`config.mk`:
```
export PLATFORM = sky130hd
export DESIGN_NAME = uart_tx_serializer
export DESIGN_NICKNAME = d
export VERILOG_FILES = /design/src/rtl/uart_tx_serializer.sv
export SDC_FILE = /design/constraint.sdc
export NUM_CORES = 1
export LEC_CHECK = 0
export ABC_AREA = 1
export CORE_MARGIN = 2
export CORE_UTILIZATION = 55
export DETAILED_ROUTE_END_ITERATION = 6
export DONT_BUFFER_PORTS = 1
export PLACE_DENSITY_LB_ADDON = 0.15
export SLEW_MARGIN = 10
export SYNTH_ARGS = -nofsm -noshare
export SYNTH_HDL_FRONTEND = slang
export SYNTH_SLANG_ARGS = --single-unit
```
`constraint.sdc`:
```
create_clock -name UCLK -period 4.45 [get_ports UCLK]
set_input_delay 1.1125 -clock UCLK [delete_from_list [all_inputs] [get_ports UCLK]]
set_output_delay 1.1125 -clock UCLK [all_outputs]
set_load 0.02 [all_outputs]
```
`src/rtl/uart_tx_serializer.sv`:
```
// UART transmit frame serializer: start bit, LSB-first data, optional parity, 1/2 stop bits.
// Optional line-break generation is compiled in with `define UART_TX_BREAK_EN (adds port break_req).
//
// state      | meaning
// IDLE       | line high, waiting for a word
// START      | start bit (TX low)
// DATA       | data bits, LSB first
// PARITY     | parity bit
// STOP       | one or two stop bits (TX high)
// BREAK      | break held, TX low (break build only)
// BRK_IDLE   | one idle bit period after break (break build only)
module uart_tx_serializer #(
    parameter int DATA_WIDTH = 8,
    parameter int OVERSAMPLE = 16
) (
    input  logic                  UCLK,
    input  logic                  reset,
    input  logic                  baud_tick,
    input  logic                  tx_valid,
    input  logic [DATA_WIDTH-1:0] tx_data,
    input  logic                  parity_en,
    input  logic                  parity_odd,
    input  logic                  two_stop,
`ifdef UART_TX_BREAK_EN
    input  logic                  break_req,
`endif
    output logic                  tx_ready,
    output logic                  tx_busy,
    output logic                  tx_done,
    output logic                  TX
);

    localparam int CW = (OVERSAMPLE > 2) ? $clog2(OVERSAMPLE) : 1;
    localparam logic [CW-1:0] TICK_LAST = CW'(OVERSAMPLE - 1);
    localparam logic [2:0]    BIT_LAST  = 3'(DATA_WIDTH - 1);

    typedef enum logic [2:0] {
        S_IDLE,
        S_START,
        S_DATA,
        S_PARITY,
        S_STOP,
        S_BREAK,
        S_BRK_IDLE
    } state_t;

    state_t                state_q;
    logic                  tx_q;
    logic                  done_q;
    logic [CW-1:0]         tick_q;
    logic [2:0]            bit_q;
    logic [DATA_WIDTH-1:0] shift_q;
    logic [DATA_WIDTH-1:0] data_q;
    logic                  par_en_q;
    logic                  par_odd_q;
    logic                  two_stop_q;
    logic                  period_end;
    logic                  counting;

    assign period_end = baud_tick && (tick_q == TICK_LAST);
    // Only bit-timed states advance the tick counter; everything else holds it at 0.
    assign counting   = (state_q != S_IDLE) && (state_q != S_BREAK);

`ifdef UART_TX_BREAK_EN
    assign tx_ready = (state_q == S_IDLE) && !break_req;
`else
    assign tx_ready = (state_q == S_IDLE);
`endif
    assign tx_busy = (state_q != S_IDLE);
    assign tx_done = done_q;
    assign TX      = tx_q;

    always_ff @(posedge UCLK or posedge reset) begin
        if (reset) begin
            state_q    <= S_IDLE;
            tx_q       <= 1'b1;
            done_q     <= 1'b0;
            tick_q     <= '0;
            bit_q      <= '0;
            shift_q    <= '0;
            data_q     <= '0;
            par_en_q   <= 1'b0;
            par_odd_q  <= 1'b0;
            two_stop_q <= 1'b0;
        end else begin
            done_q <= 1'b0;
            if (!counting) begin
                tick_q <= '0;
            end else if (baud_tick) begin
                tick_q <= period_end ? '0 : tick_q + 1'b1;
            end

            case (state_q)
                S_IDLE: begin
                    tx_q  <= 1'b1;
                    bit_q <= '0;
`ifdef UART_TX_BREAK_EN
                    if (break_req) begin
                        state_q <= S_BREAK;
                        tx_q    <= 1'b0;
                    end else
`endif
                    if (tx_valid) begin
                        shift_q    <= tx_data;
                        data_q     <= tx_data;
                        par_en_q   <= parity_en;
                        par_odd_q  <= parity_odd;
                        two_stop_q <= two_stop;
                        state_q    <= S_START;
                        tx_q       <= 1'b0;
                    end
                end
                S_START: begin
                    if (period_end) begin
                        state_q <= S_DATA;
                        tx_q    <= shift_q[0];
                        bit_q   <= '0;
                    end
                end
                S_DATA: begin
                    if (period_end) begin
                        if (bit_q == BIT_LAST) begin
                            bit_q <= '0;
                            if (par_en_q) begin
                                state_q <= S_PARITY;
                                tx_q    <= (^data_q) ^ par_odd_q;
                            end else begin
                                state_q <= S_STOP;
                                tx_q    <= 1'b1;
                            end
                        end else begin
                            bit_q   <= bit_q + 3'd1;
                            shift_q <= shift_q >> 1;
                            tx_q    <= shift_q[1];
                        end
                    end
                end
                S_PARITY: begin
                    if (period_end) begin
                        state_q <= S_STOP;
                        tx_q    <= 1'b1;
                        bit_q   <= '0;
                    end
                end
                S_STOP: begin
                    if (period_end) begin
                        if (two_stop_q && (bit_q == 3'd0)) begin
                            bit_q <= 3'd1;
                        end else begin
                            state_q <= S_IDLE;
                            done_q  <= 1'b1;
                            bit_q   <= '0;
                        end
                    end
                end
`ifdef UART_TX_BREAK_EN
                S_BREAK: begin
                    tx_q <= 1'b0;
                    if (!break_req) begin
                        state_q <= S_BRK_IDLE;
                        tx_q    <= 1'b1;
                    end
                end
                S_BRK_IDLE: begin
                    tx_q <= 1'b1;
                    if (period_end) begin
                        state_q <= S_IDLE;
                    end
                end
`endif
                default: begin
                    state_q <= S_IDLE;
                    tx_q    <= 1'b1;
                end
            endcase
        end
    end

endmodule

```
Word level (Yosys, flattened, before mapping)
Cells that the tools add are included.
{"block": "op_classes", "n_addsub": 2, "n_eq_ne": 17, "muxes": 32, "bitwise": 2, "n_reduce_logical": 15}
{"cell": "3-bit 2-to-1 mux", "n": 12}
{"cell": "8-bit 2-to-1 mux", "n": 3}
{"cell": "2-bit != test, second input constant", "n": 9}
{"cell": "8-bit one-hot mux with 2 select lines", "n": 1}
{"cell": "3-bit one-hot mux with 5 select lines", "n": 1}
{"cell": "4-bit 2-to-1 mux", "n": 3}
{"cell": "3-bit one-hot mux with 4 select lines", "n": 1}
{"cell": "4-bit AND reduction", "n": 3}
{"cell": "1-bit 2-to-1 mux", "n": 10}
{"cell": "8-bit XOR reduction", "n": 1}
{"cell": "7-bit AND reduction", "n": 1}
{"cell": "3-bit by 2-bit == test with 1-bit output, second input constant", "n": 2}
{"cell": "3-bit == test, second input constant", "n": 2}
{"cell": "3-bit zero test", "n": 2}
{"cell": "1-bit one-hot mux with 5 select lines", "n": 1}
{"cell": "4-bit by 1-bit adder with 4-bit output, second input constant", "n": 1}
{"cell": "4-bit == test, second input constant", "n": 1}
{"cell": "4-bit nonzero test", "n": 1}
{"cell": "3-bit by 1-bit adder with 3-bit output, second input constant", "n": 1}
{"cell": "3-bit by 1-bit == test with 1-bit output, second input constant", "n": 1}
{"cell": "1-bit logical AND", "n": 3}
{"cell": "3-bit != test, second input constant", "n": 1}
{"cell": "3-bit nonzero test", "n": 1}
{"cell": "2-bit by 1-bit != test with 1-bit output, second input constant", "n": 1}
{"cell": "5 further kinds", "n": 5}
{"block": "word_totals", "ff_bits": 31, "inputBits": 15, "out_inout_bits": 4, "elab_cells": 78}

Logic depth before layout (Yosys ltp)
Gate-level depths: netlist of the first run.
{"block": "logic_depth", "word_depth": 6, "mapped_depth": 10, "ltp_nobuf": 10}

Least setup slack after synthesis of the first run
No wires, ideal clock.
{"block": "synth_path", "path_type": "input-to-reg", "startpoint": "in baud_tick", "endpoint": "reg state_q[2]", "setup_ns": 0.130, "arrival_ns": 1.915, "required_ns": 4.320, "path_slack_ns": 2.406, "path_stages": 7, "n_path_buf": 0, "path_cell_list": "nand3_1 -> nor2_1 -> nor2_1 -> o21ai_1 -> nand3_2 -> a31oi_1 -> a21oi_1"}
{"block": "synth_via", "elab_chain_cells": 3, "word_cells_on_any_way": 6, "classes_between": "eq/ne: 4; reduce/logical: 2"}
{"item": "from (decl)", "line_no": "18", "rtl": "input logic baud_tick,"}
{"item": "1-bit logical AND (*)", "line_no": "60", "rtl": "assign period_end = baud_tick && (tick_q == TICK_LAST);"}
{"item": "2-bit != test (no line)"}
{"item": "7-bit AND reduction (no line) (*)"}
{"item": "to (signal assigned)", "line_no": "75", "rtl": "state_q <= S_IDLE;"}
{"item": "to (signal assigned)", "line_no": "109", "rtl": "state_q <= S_START;"}
{"item": "to (signal assigned)", "line_no": "115", "rtl": "state_q <= S_DATA;"}
{"item": "to (decl)", "line_no": "47", "rtl": "state_t state_q;"}
Every way passes the cells marked *; elsewhere a longest branch is shown, timed or not.
A chain may end at the register's enable or synchronous reset.

Worst setup path in the final report of the first run
{"block": "layout_path", "startpoint": "reg state_q[0]", "endpoint": "out tx_ready"}
{"block": "layout_via", "elab_chain_cells": 1}
{"item": "3-bit zero test", "line_no": "67", "rtl": "assign tx_ready = (state_q == S_IDLE);"}
{"item": "to (decl)", "line_no": "27", "rtl": "output logic tx_ready,"}
No other way between the ends.

==> reports/results.txt, run 1 <==
CP max stage delay: 480 ps
initial antenna violation count: 0
synth top area cells: dfrtp_1 42%, nand2_1 14%, inv_1 6.5%
drt pass-1 iters: 4
I/O Buffers: 0
dpl cells: 258
Max FO, Critical Path: 5
TNS Setup: 0 ps
GPL Wtd Cong: 0.7988
leading area contributor after synthesis: dfrtp_1
CP Launch Type: flop
Total GRT Usage: 0.2126
status: finished, final reports clean
Power, Total: 1.305 mW
Area growth, synth to finish: 5.696%
maxcap violations: 0
post-CTS setup buffers: 0
Hold Crit Class: flop to flop
H-tree depth: 2
Syn. warnings: 0
Netlist cell types: 35
pre-CTS setup slack: 2270 ps
Avg Cell Area, Syn: 8.237 um2
P_leak: 0.9383 nW
final WL: 3.317 mm
Worst VDD drop: 0.3280 mV
Setup CP Type: flop to output pin
DP HPWL: 2.552 mm
post-synthesis cell area: 1779 um2
PwrDens: 694.0 nW/um2
WL/cell: 12.47 um
largest net degree at the start of global routing: 32
min Tclk post-route: 2373 ps
Peak Freq: 421.4 MHz
clock sinks: 31
critical path arrival: 1260 ps
Final #Nets: 240
Non-Filler Instances: 266
Mapped Cells: 216
layout cells sized above 1: 0.1577
CTS resizes: 0
Initial Util: 0.5828
Post-DRT Antenna Nets: 0
Seq/Total Area, Yosys: 0.4367
period utilization: 0.5333
CTS buffer count: 5
Die Y: 60.88 um
CTS max path bufs: 2
CP Cell Sequence: nor2_4, nand2_4, inv_6
detailed-route via count: 1365
Die Span X: 60.88 um
Fin. Hold Viols: 0
Slowest-stage cell, CP: dfrtp_1
DRT iter0 DRCs: 60
Clock Tree Root: clkbuf_4
worst endpoint required time: 3340 ps
core box area: 3053 um2
synthesized net count: 235
max-slew violations: 0
vias in the first global route: 1329
final setup violating endpoints: 0
CTS tree: yes
Clock Latency Late Sink: 320 ps
num ports: 19
slew margin rel.: 0.7383
n_diodes: 0
gr ovfl total: 0
Remaining DRCs: 0
clk slew on worst S/H paths: 100 ps
top cell type's share of synthesized area: 0.4219
Worst Skew: 9.053 ps
Rows: 20
crit path capture type: output pin
RSZ-0062 raised after global routing: false
final core utilization: 0.6160
Least-Margin Pin Slew: 392.5 ps
first-pass GRT wire length: 5.740 mm
PnR worst setup slack: 2077 ps
vias per cell: 5.132
full die area: 3706 um2
flops & latches, synth: 31
hold_buf cts: 0
-- stage by stage --
stage | hold WS (ps) | instance area (um2)
after global placement | 478.9 | 1812
after floorplan | 449.6 | 1779
after CTS | 505.9 | 1881
after detailed placement | 484.6 | 1812
final | 507.8 | 1881
after global routing | 529.9 | 1881
-- metal layers --
layer	vias up	wire, um	GRT usage
li1	696	-	-
met1	642	1558	0.2921
met2	25	1586	0.3257
met3	2	163	0.05544
met4	0	8	0.07764
met5	-	0	0
-- where the power goes --
part | total [mW] | switching, mW | internal, mW
Sequential | 0.494 | 0.0922 | 0.402
Combinational | 0.627 | 0.406 | 0.221
Clock | 0.184 | 0.0908 | 0.0929
-- layout make-up --
cell class | count | area, um2
Timing Repair Buffer | 1 | 7.507
Fill cell | 285 | 1172
Sequential cell | 31 | 777.0
Inverter | 37 | 152.6
Clock buffer | 8 | 68.82
Multi-Input combinational cell | 145 | 819.5
Tap cell | 44 | 55.05
-- flip-flops by register name, summed over array words and instances, names as in the netlist, 3 cells and up --
signal	flops
tick_q	4
data_q	8
shift_q	8
state_q	3
bit_q	3
-- cells in the final DEF, fill, tap and decap left out, types with 4 or more instances in the layout --
master     n
a21oi_1    8
nor2_1    15
dfrtp_1   30
nand3_1    8
ha_1       4
clkbuf_4   5
inv_1     31
o211ai_1   4
o21ai_0   12
o21ai_2    7
nand2_1   64
-- worst max-delay path: cells and delay by family, from the launching register on --
kind	cells	cell delay, ps
buf+inv	1	120
flops	1	480
simple gates	2	330
-- cells in the mapped netlist --
library cell,n
nand2_1,64
inv_1,31
dfrtp_1,30
nor2_1,15
o21ai_0,12
a21oi_1,8
nand3_1,8
o21ai_2,7
ha_1,4
o211ai_1,4
a31oi_1,2
buf_2,2
inv_2,2
inv_6,2
nand2_4,2
nand4_1,2
o211ai_2,2
o21ai_1,2
a31oi_2,1
buf_12,1
clkinv_2,1
dfstp_2,1
inv_4,1
nand2_2,1
nand2_8,1
nand3_2,1
nand3b_1,1
nor2_4,1
nor2_8,1
nor3b_1,1
nor3b_2,1
o211a_1,1
o22ai_2,1
o22ai_4,1
xnor2_1,1
-- worst paths after layout --
path / from / end / slack, ps / cells after the start
hold / removal: two_stop_q / two_stop_q / 510 / 2
min in group asynchronous: reset / two_stop_q / 740 / 2
setup / recovery: state_q[0] / tx_ready / 2080 / 3
hold reg to reg: two_stop_q / two_stop_q / 510 / 2
max in group asynchronous: reset / TX / 3370 / 2
setup reg to reg: state_q[0] / shift_q[2] / 2720 / 9
-- logic make-up (layout without fill, tap and decap cells) --
kind of cell / after synthesis / count (layout) / synth area share
compound gates: 41 / 41 / 0.1653
xor+xnor: 1 / 1 / 0.004924
fa+ha+maj: 4 / 4 / 0.02813
buf+inv: 40 / 46 / 0.1027
flops: 31 / 31 / 0.4367
simple gates: 99 / 99 / 0.2623
Power figures use the tool's default switching activity.
==> run 2, diff against run 1 <==
clock period = 2.3 ns   (was 4.45 ns; I/O delays follow)
==> reports/results.txt, run 2 (synthesized netlist as in run 1, its figures left out) <==
first-pass GRT wire length: 5.789 mm
layout cells sized above 1: 0.1577
drt pass-1 iters: 4
period utilization: 0.8059
CTS resizes: 0
worst r2r src: state_q[2]
Initial Util: 0.5828
Clock Latency Late Sink: 340 ps
registers with the most flip-flops: data_q x8, shift_q x8, tick_q x4
fill cell count: 294
maxcap violations: 0
PwrDens: 1351 nW/um2
PnR worst setup slack: 446.4 ps
TNS Setup: 0 ps
Least-Margin Pin Slew: 387.3 ps
slew margin rel.: 0.7418
clk slew on worst S/H paths: 90 ps
hold_buf cts: 0
Area growth, synth to finish: 5.696%
status: finished, final reports clean
final WL: 3.338 mm
initial antenna violation count: 0
CTS tree: yes
WL/cell: 12.55 um
min Tclk post-route: 1854 ps
CTS max path bufs: 2
vias per cell: 5.165
critical path arrival: 1280 ps
post-CTS setup buffers: 0
Worst VDD drop: 0.6261 mV
Worst Skew: 5.233 ps
DRT iter0 DRCs: 95
DP HPWL: 2.539 mm
detailed-route via count: 1374
final setup violating endpoints: 0
vias in the first global route: 1290
I/O Buffers: 0
CTS buffer count: 5
max-slew violations: 0
Die Y: 60.88 um
Remaining DRCs: 0
pre-CTS setup slack: 576.2 ps
core box area: 3053 um2
full die area: 3706 um2
critical path launch point: state_q[1]
num ports: 19
Fin. Hold Viols: 0
H-tree depth: 2
commonest non-fill, non-tap cell in the layout: nand2_1
Setup CP Type: flop to output pin
Final #Nets: 240
worst endpoint required time: 1730 ps
Total GRT Usage: 0.2213
gr ovfl total: 0
Hold Crit Class: primary input to async pin
P_leak: 0.9383 nW
Peak Freq: 539.5 MHz
n_diodes: 0
Post-DRT Antenna Nets: 0
Rows: 20
crit path capture type: output pin
most frequent cells in the layout: 64 x nand2_1, 31 x inv_1, 30 x dfrtp_1, 15 x nor2_1, 12 x o21ai_0
GPL Wtd Cong: 0.7903
RSZ-0062 raised after global routing: false
clock sinks: 31
Die Span X: 60.88 um
Clock Tree Root: clkbuf_4
CP Launch Type: flop
Max FO, Critical Path: 7
largest net degree at the start of global routing: 32
[run 2: final timing paths]
path                       cells after the start  slack, ps    endpoint
max                                            3        450    tx_ready
min                                            2        190     tx_done
max reg2reg                                    9        570  shift_q[4]
min reg2reg                                    2        510  two_stop_q
max in group asynchronous                      2       1790          TX
min in group UCLK                              2        340   data_q[3]
[run 2: critical path, cell delays in order, from the launching register on]
cell,delay [ps]
dfrtp_1,500
nor2_4,200
nand2_4,120
inv_6,120
[run 2: through the flow]
stage | hold WS, ps | instances | cell area (um2) | utilization | total power [mW]
after global placement | 481.1 | 258 | 1812 | 0.5934 | 2.126
after floorplan | 449.6 | 216 | 1779 | - | 1.993
after CTS | 188.6 | 266 | 1881 | 0.6160 | 2.565
final | 185.9 | 266 | 1881 | 0.6160 | 2.540
after detailed placement | 497.7 | 258 | 1812 | 0.5934 | 2.192
after global routing | 217.7 | 266 | 1881 | 0.6160 | 2.795
[run 2: cell type report]
type,instances,area (um2),share of cell area
multi-input combinational,145,819.5,0.4358
sequential,31,777.0,0.4132
inverter,37,152.6,0.08117
clock buffer,8,68.82,0.03659
tap,44,55.05,0.02927
timing repair buffer,1,7.507,0.003992
[run 2: routing by layer]
| metal | vias to the layer above | share of wire | GRT usage |
|---|---|---|---|
| met5 | - | 0 | 0 |
| met4 | 0 | 0.029 | 0.1025 |
| met3 | 11 | 0.074 | 0.07249 |
| met2 | 37 | 0.46 | 0.3441 |
| met1 | 628 | 0.44 | 0.2812 |
| li1 | 698 | - | - |
[run 2: where the power goes]
group | switching (mW) | total [mW] | leakage, nW | internal, mW
registers | 0.178 | 0.956 | 0.391 | 0.778
clock network | 0.185 | 0.364 | 0.0386 | 0.180
logic | 0.791 | 1.22 | 0.509 | 0.429
